### src/rtl/note_highway.sv
// note_highway
//   Chart-driven note scroller. Reads a song chart from a synchronous ROM,
//   scrolls notes down four lanes one row per game step, pulses gameclk once
//   per step and presents the hit row on intersections.
//
// Ports
//   clock          : clock, all state updates on the rising edge
//   reset          : asynchronous, active-low reset
//   enable         : 1 = run, 0 = pause the step counter
//   chart_addr     : registered chart ROM address
//   chart_data     : {end_flag, lane[3:0]}, valid one cycle after chart_addr
//   clear          : per-lane strobe removing the note in row 0
//   gameclk        : one-cycle pulse per game step
//   intersections  : row 0 of lanes 3..0
//   grid           : full lane grid, bit [4*r+i] is lane i, row r
//   done           : chart has ended and the grid is empty
module note_highway #(
  parameter int unsigned TICK_DIV     = 1000000,
  parameter int unsigned LANE_DEPTH   = 16,
  parameter int unsigned CHART_ADDR_W = 10
) (
  input  logic                    clock,
  input  logic                    reset,
  input  logic                    enable,
  output logic [CHART_ADDR_W-1:0] chart_addr,
  input  logic [4:0]              chart_data,
  input  logic [3:0]              clear,
  output logic                    gameclk,
  output logic [3:0]              intersections,
  output logic [4*LANE_DEPTH-1:0] grid,
  output logic                    done
);

  localparam int unsigned CNT_W = (TICK_DIV > 2) ? $clog2(TICK_DIV) : 2;
  localparam logic [CNT_W-1:0] TICK_LAST = CNT_W'(TICK_DIV - 1);

  typedef enum logic [1:0] {
    S_COUNT,
    S_FETCH,
    S_LOAD,
    S_DONE
  } state_t;

  state_t                  state;
  state_t                  state_next;
  logic [CNT_W-1:0]        tick_cnt;
  logic                    ended;

  logic                    tick_adv;
  logic                    tick_wrap;
  logic                    load;
  logic                    end_mark;
  logic                    addr_full;
  logic                    end_now;
  logic                    addr_inc;
  logic [3:0]              entry;
  logic [4*LANE_DEPTH-1:0] shifted;

  always_comb begin
    tick_adv  = enable && (state != S_DONE);
    tick_wrap = (tick_cnt == TICK_LAST);
    load      = (state == S_LOAD);
    end_mark  = chart_data[4];
    addr_full = &chart_addr;
    // The last ROM address still delivers its note, but the chart is
    // considered finished there because the address cannot advance further.
    end_now   = ended || end_mark || addr_full;
    addr_inc  = !ended && !end_mark && !addr_full;
    entry     = (ended || end_mark) ? 4'b0000 : chart_data[3:0];
    shifted   = {entry, grid[4*LANE_DEPTH-1:4]};
  end

  always_comb begin
    state_next = state;
    unique case (state)
      S_COUNT: if (enable && tick_wrap) state_next = S_FETCH;
      S_FETCH: state_next = S_LOAD;
      S_LOAD:  state_next = (end_now && (shifted == '0)) ? S_DONE : S_COUNT;
      S_DONE:  state_next = S_DONE;
      default: state_next = S_COUNT;
    endcase
  end

  always_ff @(posedge clock or negedge reset) begin
    if (!reset) begin
      state <= S_COUNT;
    end else begin
      state <= state_next;
    end
  end

  // The counter keeps running through FETCH and LOAD so the step period is
  // exactly TICK_DIV enabled cycles regardless of the fetch latency.
  always_ff @(posedge clock or negedge reset) begin
    if (!reset) begin
      tick_cnt <= '0;
    end else if (tick_adv) begin
      tick_cnt <= tick_wrap ? '0 : tick_cnt + CNT_W'(1);
    end
  end

  // clear is not applied in the LOAD cycle: row 0 is overwritten by row 1,
  // so the old hit-row note leaves the grid in any case.
  always_ff @(posedge clock or negedge reset) begin
    if (!reset) begin
      grid       <= '0;
      ended      <= 1'b0;
      chart_addr <= '0;
      gameclk    <= 1'b0;
    end else begin
      gameclk <= load;
      if (load) begin
        grid  <= shifted;
        ended <= end_now;
        if (addr_inc) begin
          chart_addr <= chart_addr + CHART_ADDR_W'(1);
        end
      end else begin
        grid[3:0] <= grid[3:0] & ~clear;
      end
    end
  end

  assign intersections = grid[3:0];
  assign done          = (state == S_DONE);

endmodule

### config.mk
export PLATFORM = sky130hd
export DESIGN_NAME = note_highway
export DESIGN_NICKNAME = d
export VERILOG_FILES = /design/src/rtl/note_highway.sv
export SDC_FILE = /design/constraint.sdc
export NUM_CORES = 1
export LEC_CHECK = 0
export BUFFER_PORTS_ARGS = -buffer_cell sky130_fd_sc_hd__buf_4
export CAP_MARGIN = 20
export CORE_ASPECT_RATIO = 1.25
export CORE_MARGIN = 5
export CORE_UTILIZATION = 35
export DETAILED_ROUTE_END_ITERATION = 8
export PLACE_DENSITY = 0.61
export SLEW_MARGIN = 0
export SYNTH_ARGS = -nofsm -noshare
export SYNTH_HDL_FRONTEND = slang
export SYNTH_SLANG_ARGS = --single-unit
### constraint.sdc
create_clock -name clock -period 1.79 [get_ports clock]
set_input_delay 0.358 -clock clock [delete_from_list [all_inputs] [get_ports clock]]
set_output_delay 0.358 -clock clock [all_outputs]
set_load 0.01 [all_outputs]
# Word level (Yosys, flattened, before mapping)
# Index checks and enable logic that the tools add are counted.
# totals
output_inout_bits,80
regBits,98
inputBits,12
wordCells,37
# classes
add_sub_neg,2
muxes,6
bitwise,2
reduce_logical,14
eq_ne,6
# ops
operator,count
logical NOT 64 bit,1
adder 20 x 1 -> 20 bit (second input constant),1
== test 20 bit (second input constant),1
2-to-1 mux 20 bit,1
adder 10 x 1 -> 10 bit (second input constant),1
AND reduction 10 bit,1
2-to-1 mux 4 bit,2
one-hot mux 2 bit (4 select lines),1
logical AND 1 bit,5
bitwise AND 4 bit,1
== test 2 bit (second input constant),2
2-to-1 mux 2 bit,2
inequality test 2 bit (second input constant),2
NOT 4 bit,1
logical NOT 1 bit,3
== test 2 x 1 -> 1 bit (second input constant),1
logical NOT 2 bit,1
logical OR 1 bit,2
AND reduction 2 bit,1

# Depth between registers and ports, before layout
# Gate-level depths: netlist of run 1.
# logic_depth
ltp_word,6
ltp_mapped,6
ltp_nobuf,6

# Worst setup path after synthesis of run 1
# No wires, ideal clock.
# synth_timing
path_type,reg2reg
start,register tick_cnt[10]
end,register tick_cnt[19]
arrival_time_ns,1.503
path_buffers,1
path_stages_with_launch,7
setup_time_ns,0.119
required_time_ns,1.671
setup_slack_ns,0.169
synth_period_minus_slack_ns,1.621
path_cell_list,dfrtp_1 nor4_1 nand4_1 nor4_2 and2_1 buf_4 nor2_1
# synth_via
elab_chain_len,2
# synth_lines
element,line_no,text
start: declaration,46,logic [CNT_W-1:0] tick_cnt;
start signal: assignment,98,tick_cnt <= tick_wrap ? '0 : tick_cnt + CNT_W'(1);
adder 20 x 1 -> 20 bit / == test 20 bit (equally long branches),"98, 61",
2-to-1 mux 20 bit *,98,
# Mark *: on every way between the ends. The rest lies on a longest branch, timed or not.
# A chain may end at the register's enable or synchronous reset.

# Worst setup path after layout of run 1
# layout_timing
start,register tick_cnt[0]
end,register tick_cnt[18]
# The elaborated chain is that of the path after synthesis.

==> impl_metrics.csv, run 1 <==
group,metric,value,unit
grt,busiest_layer,"met2",
final_layout,layoutNonFillerInstCount,712,
clocking,cts_made_buffers,9,
pwr,p_int,0.00334,W
sta,hold_violations,0,
run,maxCapViolations,0,
synthesis,synth_ff_type,"dfrtp_1",
placement,portBuffers,91,
clocking,cts_tree,"yes",
placement,dpl.hpwl,7470,um
critical_path,max_stage_delay,0.39,ns
sta,period_share,94.9,%
grt,antenna_found_initial,0,
pwr,p_clk_share,40.9,%
pwr,netSwitchingPower,0.000958,W
synthesis,post-synth-top-area-cell,"dfrtp_1",
sta,drv_slew,0,
sta,final.setup.worst_slack,0.0906,ns
sta,fmax,588,MHz
floorplan,start_util,35.9,%
routing,drc,0,
critical_path,ff2ff_path_depth,6,
synthesis,synth_nets,458,
critical_path,crit_path_start_kind,"flip-flop",
pwr,power,0.00429,W
placement,place_inst,694,
critical_path,crit_fanout,4,
critical_path,cp.arrival,1.92,ns
synthesis,ys_top_cells_by_area,"dfrtp_1 (59%), nand2_1 (17%), xnor2_1 (3.6%), nor4_1 (2.7%), xor2_1 (2.1%)",
floorplan,die_h,132,um
sta,tns,0,ns
grt,use_met2,24.1,%
sta,rsz0062_at_grt,"true",
pwr,pwr-share-seq,54.7,%
clocking,cts_max_level,3,
clocking,clk_latency,0.34,ns
synthesis,synth_area,4190,um2
sta,max_slew_margin,68.5,%
grt,track_usage,15.6,%
routing,routed_via_density,4.74,
grt,use_met3,3.33,%
synthesis,synth.distinct_cells,35,
routing,firstDrtPassIters,4,
critical_path,crit_type,"reg -> reg",
grt,grt_max_degree,85,
synthesis,ys_warn_count,0,
pwr,leakage,2.93,nW
outcome,outcome,"complete, no violations",
clocking,clk_pin_slew_worst_paths,0.06,ns
synthesis,yosys-top-cells-count,"nand2_1 (191), dfrtp_1 (98), nor2_1 (23), nor4_1 (18), xnor2_1 (17)",
floorplan,io_pins,92,
synthesis,ys_ff_latch,98,
final_layout,n_antenna_cell,0,
synthesis,yosysSeqAreaShare,58.6,%
critical_path,worst_setup_path_end_kind,"flip-flop",
floorplan,chipWidth,108,um
routing,avgRoutedWirePerCell,15.0,um
synthesis,ys_async_sr_fraction,100,%
floorplan,row_count,44,
final_layout,drive_gt1_share,24.3,%
critical_path,cp_cell_sequence,"ha_2, and4_1, nand4_1, nor3_1, xnor2_1, nor2_1",
critical_path,required,2.01,ns
placement,dpl_cell_area,5140,um2
synthesis,syn_inst,444,
grt,grt_overflow,0,
placement,pre_cts_ws,-0.0591,ns
grt,met1_usage,21.9,%
synthesis,synth_top_area_share,58.6,%
routing,vias,3372,
floorplan,die_area,14300,um2
clocking,ctsLongestPathBuffers,2,
pwr,p_per_area,788,nW/um2
final_layout,nets,560,
sta,worst_slew_pin_slew,0.466,ns
pwr,switching_share,22.3,%
final_layout,area_growth,30.2,%
final_layout,fin_area,5450,um2
clocking,cts-root-buf,"clkbuf_16",
routing,ant_nets,0,
min_path,hold_path_class,"in -> reg",
grt,grt_pass1_wl,17800,um
synthesis,synth-edff-count,0,
critical_path,slowest_stage,"dfrtp_1",
sta,setup-violations-final,0,
routing,wl,10700,um
synthesis,yosysMostFrequentCell,"nand2_1",
placement,gp_congestion,0.810,
grt,grt_pass1_vias,3371,
min_path,whs_path_depth,2,
pwr,ir_drop,0.394,mV
floorplan,core-area,11700,um2
clocking,clkSinkCount,98,
sta,fin_worst_skew,0.00653,ns
synthesis,synth_area_per_cell,9.43,um2
sta,final.min_clock_period,1.70,ns
pwr,p_comb_share,4.4,%
routing,drt_iter0_drc,184,
final cells by class:
type / count / area, um2
clock buffers: 14 / 254
well taps: 161 / 201
flip-flops and latches: 98 / 2450
inverters: 3 / 11.3
repair buffers: 109 / 858
clock inverters: 2 / 12.5
fillers: 1164 / 6220
multi-input cells: 325 / 1660
layer usage:
| metal | wire (um) | share of wire, % |
|---|---|---|
| met4 | 142 | 1.3 |
| met5 | 0 | 0 |
| met2 | 5040 | 47 |
| met3 | 483 | 4.5 |
| met1 | 5010 | 47 |
power by group through the flow:
stage          Clock (W)  Combinational (W)  Sequential, W
2_1_floorplan          0          0.0000961        0.00237
3_3_place_gp           0           0.000180        0.00239
3_5_place_dp           0           0.000187        0.00239
4_1_cts          0.00181           0.000190        0.00235
5_1_grt          0.00191           0.000220        0.00236
6_report         0.00176           0.000188        0.00235
cell usage in the layout, fill, tap and decap left out, types with 2 or more instances in the layout:
cell type | Yosys | final
nand2_1 | 191 | 191
clkbuf_16 | 0 | 9
buf_12 | 0 | 3
nor3_1 | 7 | 5
nand4_1 | 12 | 12
nor4_2 | 2 | 3
dfrtp_1 | 98 | 98
nor3_2 | 0 | 2
nand3_1 | 10 | 10
clkbuf_1 | 10 | 4
a22o_1 | 4 | 4
nand2b_1 | 5 | 4
xor2_1 | 10 | 10
buf_4 | 5 | 105
nand3b_1 | 4 | 4
xnor2_1 | 17 | 17
inv_1 | 2 | 2
nor4_1 | 18 | 17
and4_1 | 3 | 3
nor2_1 | 23 | 22
and3_1 | 3 | 3
worst max-delay path, delay by kind of cell, from the launching register on:
kind | cells | cell delay (ns)
simple gates | 4 | 0.83
flops | 1 | 0.39
fa+ha+maj | 1 | 0.22
xor+xnor | 1 | 0.15
metrics by stage:
stage | hold WS, ns | util [%]
after detailed placement | 0.231 | 44.1
final | 0.265 | 46.7
after global placement | 0.233 | 44.1
after global routing | 0.253 | 46.7
after CTS | 0.251 | 46.5
after floorplan | 0.0624 | -
final timing paths:
kind / start / to / slack, ns
worst max-delay path: tick_cnt[0] / tick_cnt[18] / 0.09
worst min-delay path: chart_data[1] / grid[61] / 0.26
worst max register to register: tick_cnt[0] / tick_cnt[18] / 0.09
worst min register to register: tick_cnt[1] / tick_cnt[1] / 0.51
max in group asynchronous: reset / chart_addr[4] / 0.66
min in group asynchronous: reset / grid[45] / 0.43
sequential cells by signal (all words and copies together) (netlist names):
name / count
chart_addr: 10
ended: 1
gameclk: 1
grid: 64
state: 2
tick_cnt: 20
cell families after synthesis:
logic type	share of synthesized area (%)
adders and majority gates	0.598
xor gates and xnor gates	5.65
AOI/OAI and AO/OA	2.30
muxes	0.269
DFF	58.6
and+or+nand+nor	30.2
buffers and inverters	2.39
what timing repair did:
action,in CTS,in global routing
setup endpoints to repair,10,16
pin swaps,0,4
hold buffers,1,0
resized for setup,2,5
buffers inserted,0,1
endpoints found under the hold margin,14,0
Power figures use the tool's default switching activity.
==> run 2, diff against run 1 <==
- PLACE_DENSITY: 0.61 -> 0.62
==> run 2 against run 1 <==
Compared with the run above: total power increased by 3.0%; critical path depth increased by 1; combinational power increased by 4%; worst hold slack got worse by 0.015 ns; fmax decreased by 0.94%; utilization increased by 0.63 points; register-to-register slack got worse by 0.02 ns; largest power group unchanged.
==> impl_metrics.csv, run 2 (synthesis results as in run 1) <==
group,metric,value,unit
outcome,outcome,"complete, no violations",
floorplan,die_h,132,um
pwr,switching_share,22.4,%
grt,track_usage,15.7,%
pwr,netSwitchingPower,0.000990,W
sta,fin_worst_skew,0.00817,ns
pwr,ir_drop,0.381,mV
final_layout,regMostFlops,"grid",
clocking,clk_latency,0.34,ns
sta,setup-violations-final,0,
routing,firstDrtPassIters,4,
placement,place_inst,700,
sta,drv_slew,0,
placement,portBuffers,91,
routing,drc,0,
critical_path,crit_type,"reg -> reg",
pwr,power,0.00442,W
min_path,hold_end,"grid[62]",
pwr,p_per_area,801,nW/um2
sta,final.min_clock_period,1.72,ns
run,maxCapViolations,0,
critical_path,timing.rr.start,"tick_cnt[0]",
pwr,pwr-share-seq,53.1,%
critical_path,crit_fanout,4,
routing,ant_nets,0,
floorplan,start_util,35.9,%
pwr,p_clk_share,42.5,%
final_layout,final_common_cell,"nand2_1",
grt,grt_overflow,0,
pwr,p_comb_share,4.4,%
clocking,cts-root-buf,"clkbuf_16",
final_layout,drive_gt1_share,25.9,%
sta,fmax,583,MHz
clocking,ctsLongestPathBuffers,2,
critical_path,ff2ff_path_depth,7,
routing,avgRoutedWirePerCell,15.0,um
routing,routed_via_density,4.80,
sta,hold_violations,0,
final_layout,reg_top3,"grid (64), tick_cnt (20), chart_addr (10)",
clocking,clkSinkCount,98,
placement,dpl.hpwl,7750,um
critical_path,r2r_end,"tick_cnt[14]",
floorplan,die_area,14300,um2
min_path,hold_path_class,"in -> reg",
critical_path,crit_path_start_kind,"flip-flop",
final_layout,layout_common_cells,"nand2_1 (191), buf_4 (111), dfrtp_1 (97), nor2_1 (23)",
clocking,cts_made_buffers,9,
floorplan,row_count,44,
pwr,leakage,2.98,nW
critical_path,required,2.01,ns
routing,wl,10800,um
final_layout,fill_cells,1145,
clocking,cts_tree,"yes",
sta,period_share,95.8,%
grt,grt_max_degree,53,
grt,grt_pass1_wl,17900,um
floorplan,core-area,11700,um2
clocking,cts_max_level,3,
floorplan,io_pins,92,
routing,vias,3444,
final_layout,area_growth,31.9,%
clocking,clk_pin_slew_worst_paths,0.06,ns
critical_path,cp.arrival,1.94,ns
final_layout,nets,566,
floorplan,chipWidth,108,um
final_layout,largest_reg_flops,64,
final_layout,layoutNonFillerInstCount,718,
final_layout,fin_area,5520,um2
placement,dpl_cell_area,5190,um2
critical_path,worst_setup_path_end_kind,"flip-flop",
min_path,whs_path_depth,2,
grt,grt_pass1_vias,3529,
routing,drt_iter0_drc,229,
sta,worst_slew_pin_slew,0.493,ns
critical_path,r2r_slack,0.07,ns
pwr,p_int,0.00343,W
min_path,hp-start,"chart_data[2]",
final_layout,n_antenna_cell,0,
grt,antenna_found_initial,0,
final_layout,utilization,47.3,%
placement,gp_congestion,0.858,
sta,max_slew_margin,66.7,%
## run 2: worst max-delay path, cell delays in order, from the launching register on
cell and delay, ns:
dfrtp_1 0.39, ha_2 0.22, and4_1 0.25, nand4_1 0.23
buf_4 0.21, nor2_1 0.12, xnor2_1 0.13, nor2_1 0.06
## run 2: routing by layer
layer	global-route usage [%]	up-vias	share of wire (%)
li1	-	1671	-
met1	22.0	1665	46
met2	24.6	97	47
met3	2.65	11	4.7
met4	5.47	0	1.7
met5	0	-	0
## run 2: worst max-delay path by stage
stage / start / endpoint / slack [ns]
global placement: tick_cnt[10] / tick_cnt[5] / 0.08
global route: tick_cnt[0] / tick_cnt[12] / -0.02
detailed placement: tick_cnt[10] / tick_cnt[14] / 0.02
finish: tick_cnt[0] / tick_cnt[14] / 0.07
CTS: tick_cnt[10] / tick_cnt[16] / 0.008
floorplan: tick_cnt[10] / tick_cnt[19] / 0.17
## run 2: layout make-up
| cell class | instances | area (um2) | share of cell area [%] |
|---|---|---|---|
| Sequential cell | 98 | 2450 | 44.4 |
| Multi-Input combinational cell | 325 | 1670 | 30.2 |
| Timing Repair Buffer | 115 | 903 | 16.4 |
| Clock buffer | 10 | 229 | 4.14 |
| Tap cell | 161 | 201 | 3.65 |
| Clock inverter | 6 | 57.6 | 1.04 |
| Inverter | 3 | 11.3 | 0.204 |
## run 2: timing repair
item / in CTS / in global routing
setup buffers: 0 / 1
pin swaps: 0 / 3
endpoints found under the setup margin: 2 / 19
hold endpoints to repair: 30 / 0
hold buffers: 1 / 0
gates resized for setup: 1 / 7
## run 2: metrics by stage
| step | TNS [ns] | hold slack [ns] | setup slack, ns |
|---|---|---|---|
| final | 0 | 0.250 | 0.0745 |
| after global routing | -0.0670 | 0.243 | -0.0249 |
| after CTS | 0 | 0.236 | 0.00808 |
| after detailed placement | 0 | 0.337 | 0.0215 |
| after global placement | 0 | 0.340 | 0.0752 |
| after floorplan | 0 | 0.0624 | 0.169 |
## run 2: power groups by stage
stage | Clock, W | Sequential, W | Combinational, W
after floorplan | 0 | 0.00237 | 0.0000961
after global placement | 0 | 0.00239 | 0.000186
after detailed placement | 0 | 0.00239 | 0.000195
after CTS | 0.00193 | 0.00235 | 0.000196
after global routing | 0.00202 | 0.00236 | 0.000227
final | 0.00188 | 0.00235 | 0.000195
==> run 3, diff against run 2 <==
- BUFFER_PORTS_ARGS: -buffer_cell sky130_fd_sc_hd__buf_4 -> not set
- CORE_UTILIZATION: 35 -> 39
- DONT_BUFFER_PORTS: not set -> 1
- PLACE_DENSITY: 0.62 -> 0.59
==> run 3 against run 2 <==
Compared with the run above: flip-flop and latch count is the same; largest power group unchanged; the flow now finishes with violations (hold timing); critical path type unchanged; clock power is essentially flat; fmax grew 1.0%; combinational power shrank 36%; clock-buffer cell count shrank 1; first-iteration DRC count shrank 17%; die area shrank 9.4%; highest routed layer unchanged; wire length shrank 1.4%.
==> impl_metrics.csv, run 3 (synthesis results as in run 1) <==
group,metric,value,unit
final_layout,utilization,46.0,%
floorplan,core-area,10600,um2
critical_path,required,2.03,ns
outcome,violations,"hold timing",
sta,final.setup.worst_slack,0.0917,ns
sta,max_slew_margin,72.6,%
critical_path,max_stage_delay,0.45,ns
sta,fin_worst_skew,0.00863,ns
sta,final.min_clock_period,1.70,ns
sta,setup-violations-final,0,
floorplan,chipWidth,103,um
floorplan,io_pins,92,
routing,avgRoutedWirePerCell,17.5,um
grt,grt_pass1_wl,17200,um
final_layout,multi_input_area,1680,um2
floorplan,die_area,12900,um2
clocking,cts_setup_buffers,0,
final_layout,fill_cells,1006,
placement,pre_cts_ws,0.0120,ns
final_layout,regMostFlops,"grid",
final_layout,largest_reg_flops,64,
grt,track_usage,17.1,%
final_layout,drive_gt1_share,13.5,%
routing,vias,3108,
min_path,hold_path_class,"in -> async",
outcome,outcome,"finished with violations",
critical_path,crit_path_start_kind,"flip-flop",
sta,fmax,589,MHz
clocking,clk_latency,0.34,ns
pwr,ir_drop,0.458,mV
placement,gp_congestion,0.924,
critical_path,cp.arrival,1.94,ns
routing,firstDrtPassIters,4,
final_layout,n_antenna_cell,0,
sta,period_share,94.9,%
grt,grt_overflow,0,
placement,dpl.hpwl,7440,um
routing,routed_via_density,5.14,
sta,fin_hold_ws,-0.295,ns
critical_path,crit_family,"simple AND/OR/NAND/NOR gates",
critical_path,slowest_stage,"dfrtp_2",
final_layout,final_common_cell,"nand2_1",
critical_path,crit_type,"reg -> reg",
sta,drv_slew,0,
grt,grt_max_degree,99,
critical_path,cp_cell_sequence,"nor4_4, nand4_1, nor4_2, buf_4, nor3_1, a21o_1",
final_layout,fin_area,4860,um2
final_layout,reg_top3,"grid (64), tick_cnt (20), chart_addr (10)",
critical_path,cp_num_buf_inv,1,
critical_path,worst_setup_path_end_kind,"flip-flop",
routing,drt_iter0_drc,191,
final_layout,seq_area,2450,um2
clocking,cts-root-buf,"clkbuf_16",
critical_path,r2r_end,"tick_cnt[0]",
critical_path,timing.rr.start,"tick_cnt[8]",
critical_path,ff2ff_path_depth,6,
clocking,clkSinkCount,98,
floorplan,die_h,126,um
grt,antenna_found_initial,0,
clocking,cts_tree,"yes",
final_layout,layout_common_cells,"nand2_1 (191), dfrtp_1 (96), buf_4 (32), nor2_1 (23), xnor2_1 (17)",
floorplan,row_count,42,
sta,worst_slew_pin_slew,0.405,ns
critical_path,r2r_slack,0.09,ns
pwr,p_per_area,893,nW/um2
final_layout,nets,484,
floorplan,start_util,39.6,%
critical_path,crit_path_start,"tick_cnt[8]",
routing,ant_nets,0,
critical_path,crit_fanout,4,
clocking,cts_max_level,3,
final_layout,area_growth,16.0,%
placement,dpl_cell_area,4530,um2
clocking,ctsLongestPathBuffers,2,
pwr,leakage,2.53,nW
clocking,cts_made_buffers,9,
routing,wl,10600,um
routing,drc,0,
grt,grt_pass1_vias,3226,
sta,hold_violations,98,
run,maxCapViolations,0,
placement,portBuffers,0,
clocking,clk_pin_slew_worst_paths,0.07,ns
## run 3: changes by cell type in the layout (fill, tap and decap cells not counted), sizes merged
cell / before / now
buf: 114 / 33
clkinv: 4 / 1
clkinvlp: 1 / 3
clkbuf: 10 / 9
dlygate4sd3: 1 / 0
## run 3: cell type report
type                            count  area share (%)
Clock buffer                        9            4.64
Clock inverter                      5            1.18
Inverter                            3           0.232
Multi-Input combinational cell    325            34.6
Sequential cell                    98            50.5
Tap cell                          132            3.40
Timing Repair Buffer               33            5.36
## run 3: worst max path at each step
| stage | endpoint | slack, ns | depth (start not counted) |
|---|---|---|---|
| final | tick_cnt[0] | 0.09 | 6 |
| after global routing | tick_cnt[18] | -0.03 | 6 |
| after floorplan | tick_cnt[19] | 0.17 | 6 |
| after CTS | tick_cnt[6] | 0.0002 | 5 |
| after detailed placement | state[1] | 0.01 | 5 |
| after global placement | state[1] | -0.002 | 5 |
## run 3: timing repair
action / CTS / global route
gates resized for setup: 1 / 10
endpoints found under the hold margin: 98 / 98
endpoints found under the setup margin: 1 / 12
pin swaps: 0 / 4
## run 3: through the flow
stage / cells / power, W / setup TNS (ns)
2_1_floorplan: 444 / 0.00247 / 0
3_3_place_gp: 591 / 0.00250 / -0.00167
3_5_place_dp: 591 / 0.00252 / 0
4_1_cts: 605 / 0.00437 / 0
5_1_grt: 605 / 0.00449 / -0.113
6_report: 605 / 0.00434 / 0
## run 3: report_power, final
group / total (W) / internal (W) / switching (W)
combinational: 0.000124 / 0.0000625 / 0.0000612
clock: 0.00186 / 0.00106 / 0.000794
sequential: 0.00236 / 0.00227 / 0.0000827
total: 0.00434 / 0.00340 / 0.000938
## run 3: routing by layer
layer	global-route usage, %	wire length [um]	up-vias
met4	8.73	333	0
met2	26.5	5100	78
met1	21.7	4390	1502
met5	0	0	-
li1	-	-	1504
met3	4.65	791	24
